$ cat src/rtl/popcount_seq_ctrl.sv
// ============================================================================
// popcount_seq_ctrl
// ----------------------------------------------------------------------------
// Counts the 1 bits of a wide word using a narrow ones-counter. The counter
// is reused once per cycle, one CHUNK_WIDTH slice at a time, starting with
// the least significant slice. The slice counts are summed, and the total is
// returned on a valid/ready output.
//
// Parameters
//   DATA_WIDTH   width of the input word; must be a multiple of CHUNK_WIDTH
//   CHUNK_WIDTH  slice width counted per cycle
//   CNT_W        derived; wide enough to hold 0..DATA_WIDTH
//
// Ports
//   clk        rising-edge clock
//   rst_n      synchronous reset, active-low
//   in_valid   input word valid
//   in_ready   controller can accept a word (high only when idle)
//   in_data    word to count
//   out_valid  out_count valid; held until out_ready
//   out_ready  consumer accepts out_count
//   out_count  number of 1 bits in the accepted word
//   busy       a word is being counted or its result is pending
//
// Build option
//   POPCNT_EARLY_EXIT_EN  when defined, counting stops as soon as every
//                         remaining upper slice is zero. The latency then
//                         varies from 1 to NUM_CHUNKS cycles; the result is
//                         unchanged.
// ============================================================================
module popcount_seq_ctrl #(
    parameter int DATA_WIDTH  = 32,
    parameter int CHUNK_WIDTH = 8,
    localparam int CNT_W      = $clog2(DATA_WIDTH) + 1
) (
    input  logic                  clk,
    input  logic                  rst_n,
    input  logic                  in_valid,
    output logic                  in_ready,
    input  logic [DATA_WIDTH-1:0] in_data,
    output logic                  out_valid,
    input  logic                  out_ready,
    output logic [CNT_W-1:0]      out_count,
    output logic                  busy
);

    localparam int NUM_CHUNKS = DATA_WIDTH / CHUNK_WIDTH;
    localparam int IDX_W      = (NUM_CHUNKS > 1) ? $clog2(NUM_CHUNKS) : 1;
    localparam logic [IDX_W-1:0] LAST_IDX = IDX_W'(NUM_CHUNKS - 1);

    typedef enum logic [1:0] {
        IDLE  = 2'd0,
        COUNT = 2'd1,
        DONE  = 2'd2
    } state_t;

    state_t                state;
    logic [DATA_WIDTH-1:0] data_q;
    logic [IDX_W-1:0]      idx;
    logic [CNT_W-1:0]      acc;
    logic [CNT_W-1:0]      acc_next;
    logic                  last_slice;

    // Ones in slice i of w. The bit loop covers the whole word, so that no
    // part-select can fall outside the word for any slice index.
    function automatic logic [CNT_W-1:0] slice_count(
        input logic [DATA_WIDTH-1:0] w,
        input logic [IDX_W-1:0]      i
    );
        logic [CNT_W-1:0] cnt;
        cnt = '0;
        for (int b = 0; b < DATA_WIDTH; b++) begin
            if ((b / CHUNK_WIDTH) == int'(i)) begin
                cnt = cnt + CNT_W'(w[b]);
            end
        end
        return cnt;
    endfunction

`ifdef POPCNT_EARLY_EXIT_EN
    // OR-reduce of every bit that lies above slice i.
    function automatic logic upper_nonzero(
        input logic [DATA_WIDTH-1:0] w,
        input logic [IDX_W-1:0]      i
    );
        logic nz;
        nz = 1'b0;
        for (int b = 0; b < DATA_WIDTH; b++) begin
            if ((b / CHUNK_WIDTH) > int'(i)) begin
                nz = nz | w[b];
            end
        end
        return nz;
    endfunction
`endif

    always_comb begin
        acc_next = acc + slice_count(data_q, idx);
`ifdef POPCNT_EARLY_EXIT_EN
        last_slice = (idx == LAST_IDX) || !upper_nonzero(data_q, idx);
`else
        last_slice = (idx == LAST_IDX);
`endif
    end

    always_ff @(posedge clk) begin
        if (!rst_n) begin
            state     <= IDLE;
            data_q    <= '0;
            idx       <= '0;
            acc       <= '0;
            out_valid <= 1'b0;
            out_count <= '0;
            in_ready  <= 1'b1;
            busy      <= 1'b0;
        end else begin
            case (state)
                IDLE: begin
                    if (in_valid) begin
                        data_q   <= in_data;
                        acc      <= '0;
                        idx      <= '0;
                        in_ready <= 1'b0;
                        busy     <= 1'b1;
                        state    <= COUNT;
                    end
                end
                COUNT: begin
                    acc <= acc_next;
                    idx <= idx + 1'b1;
                    // The final sum is moved to the output on the same edge
                    // as the last slice is added. DONE therefore presents a
                    // stable result with no extra cycle.
                    if (last_slice) begin
                        out_count <= acc_next;
                        out_valid <= 1'b1;
                        state     <= DONE;
                    end
                end
                DONE: begin
                    if (out_ready) begin
                        out_valid <= 1'b0;
                        idx       <= '0;
                        in_ready  <= 1'b1;
                        busy      <= 1'b0;
                        state     <= IDLE;
                    end
                end
                default: begin
                    state    <= IDLE;
                    in_ready <= 1'b1;
                    busy     <= 1'b0;
                end
            endcase
        end
    end

endmodule

$ cat config.mk
export PLATFORM = sky130hd
export DESIGN_NAME = popcount_seq_ctrl
export DESIGN_NICKNAME = d
export VERILOG_FILES = /design/src/rtl/popcount_seq_ctrl.sv
export SDC_FILE = /design/constraint.sdc
export NUM_CORES = 1
export LEC_CHECK = 0
export ABC_AREA = 0
export BUFFER_PORTS_ARGS = -buffer_cell sky130_fd_sc_hd__buf_2
export CELL_PAD_IN_SITES_DETAIL_PLACEMENT = 1
export CELL_PAD_IN_SITES_GLOBAL_PLACEMENT = 1
export CORE_UTILIZATION = 39
export CTS_CLUSTER_SIZE = 24
export DETAILED_ROUTE_END_ITERATION = 10
export PLACE_DENSITY = 0.76
export SLEW_MARGIN = 20
export SYNTH_ARGS = -nofsm -noshare
export SYNTH_HDL_FRONTEND = slang
export SYNTH_SLANG_ARGS = --single-unit
$ cat constraint.sdc
create_clock -name clk -period 22.4 [get_ports clk]
set_clock_uncertainty 0.15 [all_clocks]
set_input_delay 3.36 -clock clk [delete_from_list [all_inputs] [get_ports clk]]
set_output_delay 3.36 -clock clk [all_outputs]
set_load 0.03 [all_outputs]
; Yosys cells after proc, flatten, opt, wreduce, memory -nomap -nowiden
; Cells that the tools add are included.
[word_totals]
out_inout_bits = 9
reg_bits = 51
wordCells = 111
inputBits = 36
[classes]
add_sub_neg = 33
bitwise_logic = 1
n_eq_ne = 9
mux = 48
reduce_logical = 12
[op_table]
columns = cell, count
row1 = 6-bit two-way mux, 32
row2 = 6-bit by 1-bit adder with 6-bit output, 31
row3 = 2-bit case mux with 3 select lines, 2
row4 = 6-bit case mux with 2 select lines, 1
row5 = 3-bit AND reduction, 4
row6 = 2-bit two-way mux, 4
row7 = 6-bit adder, 1
row8 = 1-bit two-way mux, 6
row9 = "2-bit inequality test, second input constant", 3
row10 = 1-bit case mux with 3 select lines, 2
row11 = 2-bit AND reduction, 3
row12 = "2-bit == test, first input constant", 2
row13 = "2-bit == test, second input constant", 2
row14 = 2-bit logical NOT, 2
row15 = 2-bit nonzero test, 2
row16 = 3-bit nonzero test, 1
row17 = "2-bit by 1-bit adder with 2-bit output, second input constant", 1
row18 = "1-bit by 2-bit == test with 1-bit output, first input constant", 1
row19 = "2-bit by 1-bit == test with 1-bit output, second input constant", 1
row20 = 1-bit case mux with 2 select lines, 1
row21 = 1-bit NOT, 1

; Logic depth before layout (Yosys ltp)
[depth]
word_depth = 66
ltp_mapped = 105
mapped_depth_nobuf = 101

; Worst setup path after synthesis
; Ideal clock, no wire load.
[synth_path]
path_type = flip-flop to flip-flop
start = register idx[0]
end = register out_count[5]
path_slack_ps = 4495
required_time_ps = 22180
path_buffers = 4
period_less_slack_ps = 17905
setup_ps = 70
stages_incl_launch_ff = 104
arrival_ps = 17685
path_cell_list = dfxtp_1 -> inv_1 -> ha_1 -> clkbuf_1 -> clkbuf_1 -> clkbuf_1 -> and2_1 -> ha_1 -> and2_1 -> ha_1 -> and2_1 -> ha_1 -> and2_1 -> ha_1 -> and2_1 -> ha_1 -> and2_1 -> ha_1 -> (+68 left out) -> ha_1 -> a21o_1 -> ha_1 -> a21o_1 -> a21oi_1 -> o21bai_1 -> a21oi_1 -> xnor2_1 -> xnor2_1 -> xnor2_1 -> xnor3_1 -> xnor2_1 -> nor3_1 -> or3_1 -> a211oi_2 -> o21ai_0 -> nor2b_1 -> a21oi_1
[synth_via]
elab_chain_len = 65
word_cells_on_any_way = 70
classes_between = add/sub: 32 / eq/ne: 4 / mux: 32 / reduce/logical: 2
[synth_lines]
columns = item, line
row1 = from (decl), 59  ; logic [IDX_W-1:0] idx;
row2 = from (signal assigned), 130  ; idx <= idx + 1'b1;
row3 = 2-bit logical NOT, 73  ; if ((b / CHUNK_WIDTH) == int'(i)) begin
row4 = 1-bit two-way mux, 73
row5 = 6-bit by 1-bit adder with 6-bit output, 74  ; cnt = cnt + CNT_W'(w[b]);
row6 = 6-bit two-way mux, 73
row7 = 6-bit by 1-bit adder with 6-bit output, 74
row8 = 6-bit two-way mux, 73
row9 = 6-bit by 1-bit adder with 6-bit output, 74
row10 = 6-bit two-way mux, 73
row11 = (+49 left out), --
row12 = 6-bit two-way mux, 73
row13 = 6-bit by 1-bit adder with 6-bit output, 74
row14 = 6-bit two-way mux, 73
row15 = 6-bit by 1-bit adder with 6-bit output, 74
row16 = 6-bit two-way mux, 73
row17 = 6-bit by 1-bit adder with 6-bit output, 74
row18 = 6-bit two-way mux, 73
row19 = 6-bit adder, 98  ; acc_next = acc + slice_count(data_q, idx);
row20 = to (signal assigned), 135  ; out_count <= acc_next;
row21 = to (decl), 43  ; output logic [CNT_W-1:0] out_count,
; Several ways; a longest one is shown, not always the timed one.
; A chain may end at the register's enable or synchronous reset.

; Worst setup path in the final report
[layout_path]
start = register idx[0]
end = register acc[5]
[layout_via]
elab_chain_len = 66
word_cells_on_any_way = 69
classes_between = add/sub: 32 / eq/ne: 3 / mux: 33 / reduce/logical: 1
[layout_lines]
columns = item, line
row1 = 2-bit logical NOT, 73
row2 = 1-bit two-way mux, 73
row3 = 6-bit by 1-bit adder with 6-bit output, 74
row4 = 6-bit two-way mux, 73
row5 = 6-bit by 1-bit adder with 6-bit output, 74
row6 = 6-bit two-way mux, 73
row7 = 6-bit by 1-bit adder with 6-bit output, 74
row8 = 6-bit two-way mux, 73
row9 = (+50 left out), --
row10 = 6-bit by 1-bit adder with 6-bit output, 74
row11 = 6-bit two-way mux, 73
row12 = 6-bit by 1-bit adder with 6-bit output, 74
row13 = 6-bit two-way mux, 73
row14 = 6-bit by 1-bit adder with 6-bit output, 74
row15 = 6-bit two-way mux *, 73
row16 = 6-bit adder *, 98
row17 = 6-bit case mux with 2 select lines *, 117  ; case (state)
row18 = to (signal assigned), 129  ; acc <= acc_next;
row19 = to (decl), 60  ; logic [CNT_W-1:0] acc;
; Mark *: on every way between the ends. The rest lies on a longest branch, timed or not.

==> metrics.md <==
| Metric | Value |
|---|---|
| Status | complete, no violations |
| Reg2Reg Depth | 101 |
| Drt drc | 0 |
| Slowest cell delay on critical path | 500 ps |
| Lkg Pwr | 0.003517 uW |
| Slowest CP cell | nor2b_1 |
| Total power | 394.1 uW |
| First-pass GRT wire length | 35620 um |
| RD Place Congestion | 0.8382 |
| # hold bufs at CTS | 0 |
| Fillers | 2538 |
| CTS root buf | clkbuf_16 |
| Layout cell share with drive strength beyond 1 | 11.10% |
| Top_reg_cell synth | dfxtp_1 |
| Post-synthesis mux area share | 3.340% |
| Setup Viol. Count Final | 0 |
| Critical Path RT | 22480 ps |
| Pwr Density | 45.41 nW/um^2 |
| Sequential cell area fraction in the yosys report | 12.62% |
| Worst VDD drop | 35.81 uV |
| Largest net degree at the start of global routing | 40 |
| Core area | 20300 um^2 |
| Worst Setup Slack, final | 3400 ps |
| Most common cell after layout, fill and taps aside | nand2_1 |
| Area growth, synth to finish | 7.268% |
| CTS tree | built |
| Vias in the first global route | 7315 |
| Worst path top cell family by delay | adder cells |
| CP arrival | 19080 ps |
| Hold path cells | 2 |
| Routed WL | 20820 um |
| Max-Cap Viols | 0 |
| Total negative slack | 0 ps |
| Worst reg2reg startpoint | idx[0] |
| Via count | 7242 |
| Area of the die | 21330 um^2 |
| Initial antenna violation count | 1 |
| #FFs+latches synth | 51 |
| WP buf/inv | 9 |
| Fin. max-slew vios | 0 |
| Post-CTS setup buffer count | 0 |
| Period minus WS final | 19000 ps |
| H-Tree Level Count | 2 |
| Flop-to-flop setup slack | 3400 ps |
| All-layer global routing usage | 19.90% |
| Cells resized by post-CTS repair | 0 |
| Antenna cells | 0 |
| RR Endpoint | acc[5] |
| Synthesized area | 8092 um^2 |
| Most frequent cells in the layout | nand2_1 (169), a21oi_1 (87), xnor2_1 (77), ha_1 (70), nor2_1 (69) |
| Synth warnings | 0 |
| IO Pins | 45 |
| Final core occ | 42.76% |
| Synth Area in XOR/XNOR | 24.69% |
| Gr ovfl total | 0 |
| Syn Nets | 1149 |
| Crit path kind | flop to flop |
| DRT iter0 DRCs | 242 |
| Worst-Skew Late Latency | 300 ps |
| Final Hold Fails | 0 |
| WHS | 307.1 ps |
| Peak Freq | 52.63 MHz |
| RSZ-0062 raised after global routing | no |
| Net count reported at finish | 1160 |
| Critical Path Most Common Cell | ha_1 |
| Drt first pass iters | 5 |
| Worst rel slew slack | 45.03% |
| Starting Density | 39.86% |
| Slew @ Worst Pin | 821.8 ps |
| Pre-CTS WS | 3351 ps |
| Post-synth ARST share | 0% |
| Core Rows | 52 |
| Total CTS buffers | 5 |
| Vias per cell | 5.470 |
| Buffer depth of the longest clock path | 2 |
| Crit share post-route | 84.82% |
| Critical Path Start Type | flop |
| PortBufs | 44 |
| Worst Hold Class | flop to flop |
| Main combinational cell family by area after synthesis | simple AND/OR/NAND/NOR gates |
| Synth unique cells | 96 |
| CP Capture Type | flop |
| Worst hold start | data_q[0] |
| Worst hold endpoint | data_q[0] |
| Adder-Cell Fraction of Synth Area | 11.71% |
| CTS Sinks | 51 |
| Die X | 146.0 um |
| Die height | 146.0 um |
| Synth Instances | 1042 |
| Post-synth EDFFs | 0 |
| Post-DRT Antenna Nets | 0 |
| Hpwl dp | 16690 um |
| WL per Instance | 15.73 um |
| Syn_area_per_cell | 7.765 um^2 |
| Compound-Gate Fraction of Synth Area | 18.06% |
| Worst-path fanout max | 32 |
| Simple-Gate Fraction of Synth Area | 25.64% |
| Clock transition at path regs | 80 ps |
[per-stage QoR]
step | cells | area, um^2
final | 1324 | 8680
after global routing | 1324 | 8680
after CTS | 1324 | 8680
after detailed placement | 1316 | 8528
after global placement | 1316 | 8528
after floorplan | 1042 | 8092
[cell type report]
cell class / count / area [um^2] / area share (%)
Sequential cell: 51 / 1021 / 11.76
Clock inverter: 3 / 26.28 / 0.3027
Timing Repair Buffer: 53 / 287.8 / 3.316
Tap cell: 270 / 337.8 / 3.892
Clock buffer: 5 / 125.1 / 1.442
Inverter: 34 / 127.6 / 1.470
Multi-Input combinational cell: 908 / 6754 / 77.81
[power breakdown]
part	leakage (uW)	internal [uW]	total (uW)	switching (uW)
clock network	0.0000748	42.6	81.5	38.9
logic	0.00303	84.5	213	128
registers	0.000417	95.4	99.7	4.25
[sequential cells by signal (all words and copies together) (netlist names)]
signal,flops
out_valid,1
state,2
acc,6
busy,1
idx,2
data_q,32
out_count,6
in_ready,1
[worst max-delay path by stage]
stage	from	to	slack, ps	cells after the start
final	idx[0]	acc[5]	3400	101
after global routing	idx[0]	acc[5]	1880	101
after CTS	idx[0]	acc[5]	3210	101
after detailed placement	idx[0]	out_count[5]	3350	101
after global placement	idx[0]	acc[5]	3970	100
after floorplan	idx[0]	out_count[5]	4500	103
[synth_stat cells (all sizes together) (23+ instances only)]
cell type,instances,share of area (%)
ha,70,11
nand2,171,8.2
a21oi,88,5.5
nor3,32,2.5
inv,33,1.5
xnor3,23,6.5
xor2,53,7.0
o21ai,29,1.8
clkbuf,39,1.8
nor2,71,3.3
dfxtp,51,13
xnor2,88,11
[routing by layer]
layer,GRT usage (%),vias to the layer above,part of all wire (%)
met3,1.625,8,1.9
met2,35.07,84,48
met5,0,-,0.062
met4,2.813,2,0.49
li1,-,3677,-
met1,26.96,3471,50
[worst min-delay path: stages, from the launching register on]
cell	delay [ps]
dfxtp_1	310
nand2_1	50
a21oi_1	50
[cell families after synthesis]
| group | Yosys count |
|---|---|
| and+or+nand+nor | 418 |
| AOI/OAI and AO/OA | 223 |
| xor gates and xnor gates | 165 |
| buffers and inverters | 83 |
| adders and majority gates | 76 |
| DFF | 51 |
| muxes | 26 |
Note: power is estimated with default switching activity, not from simulation.
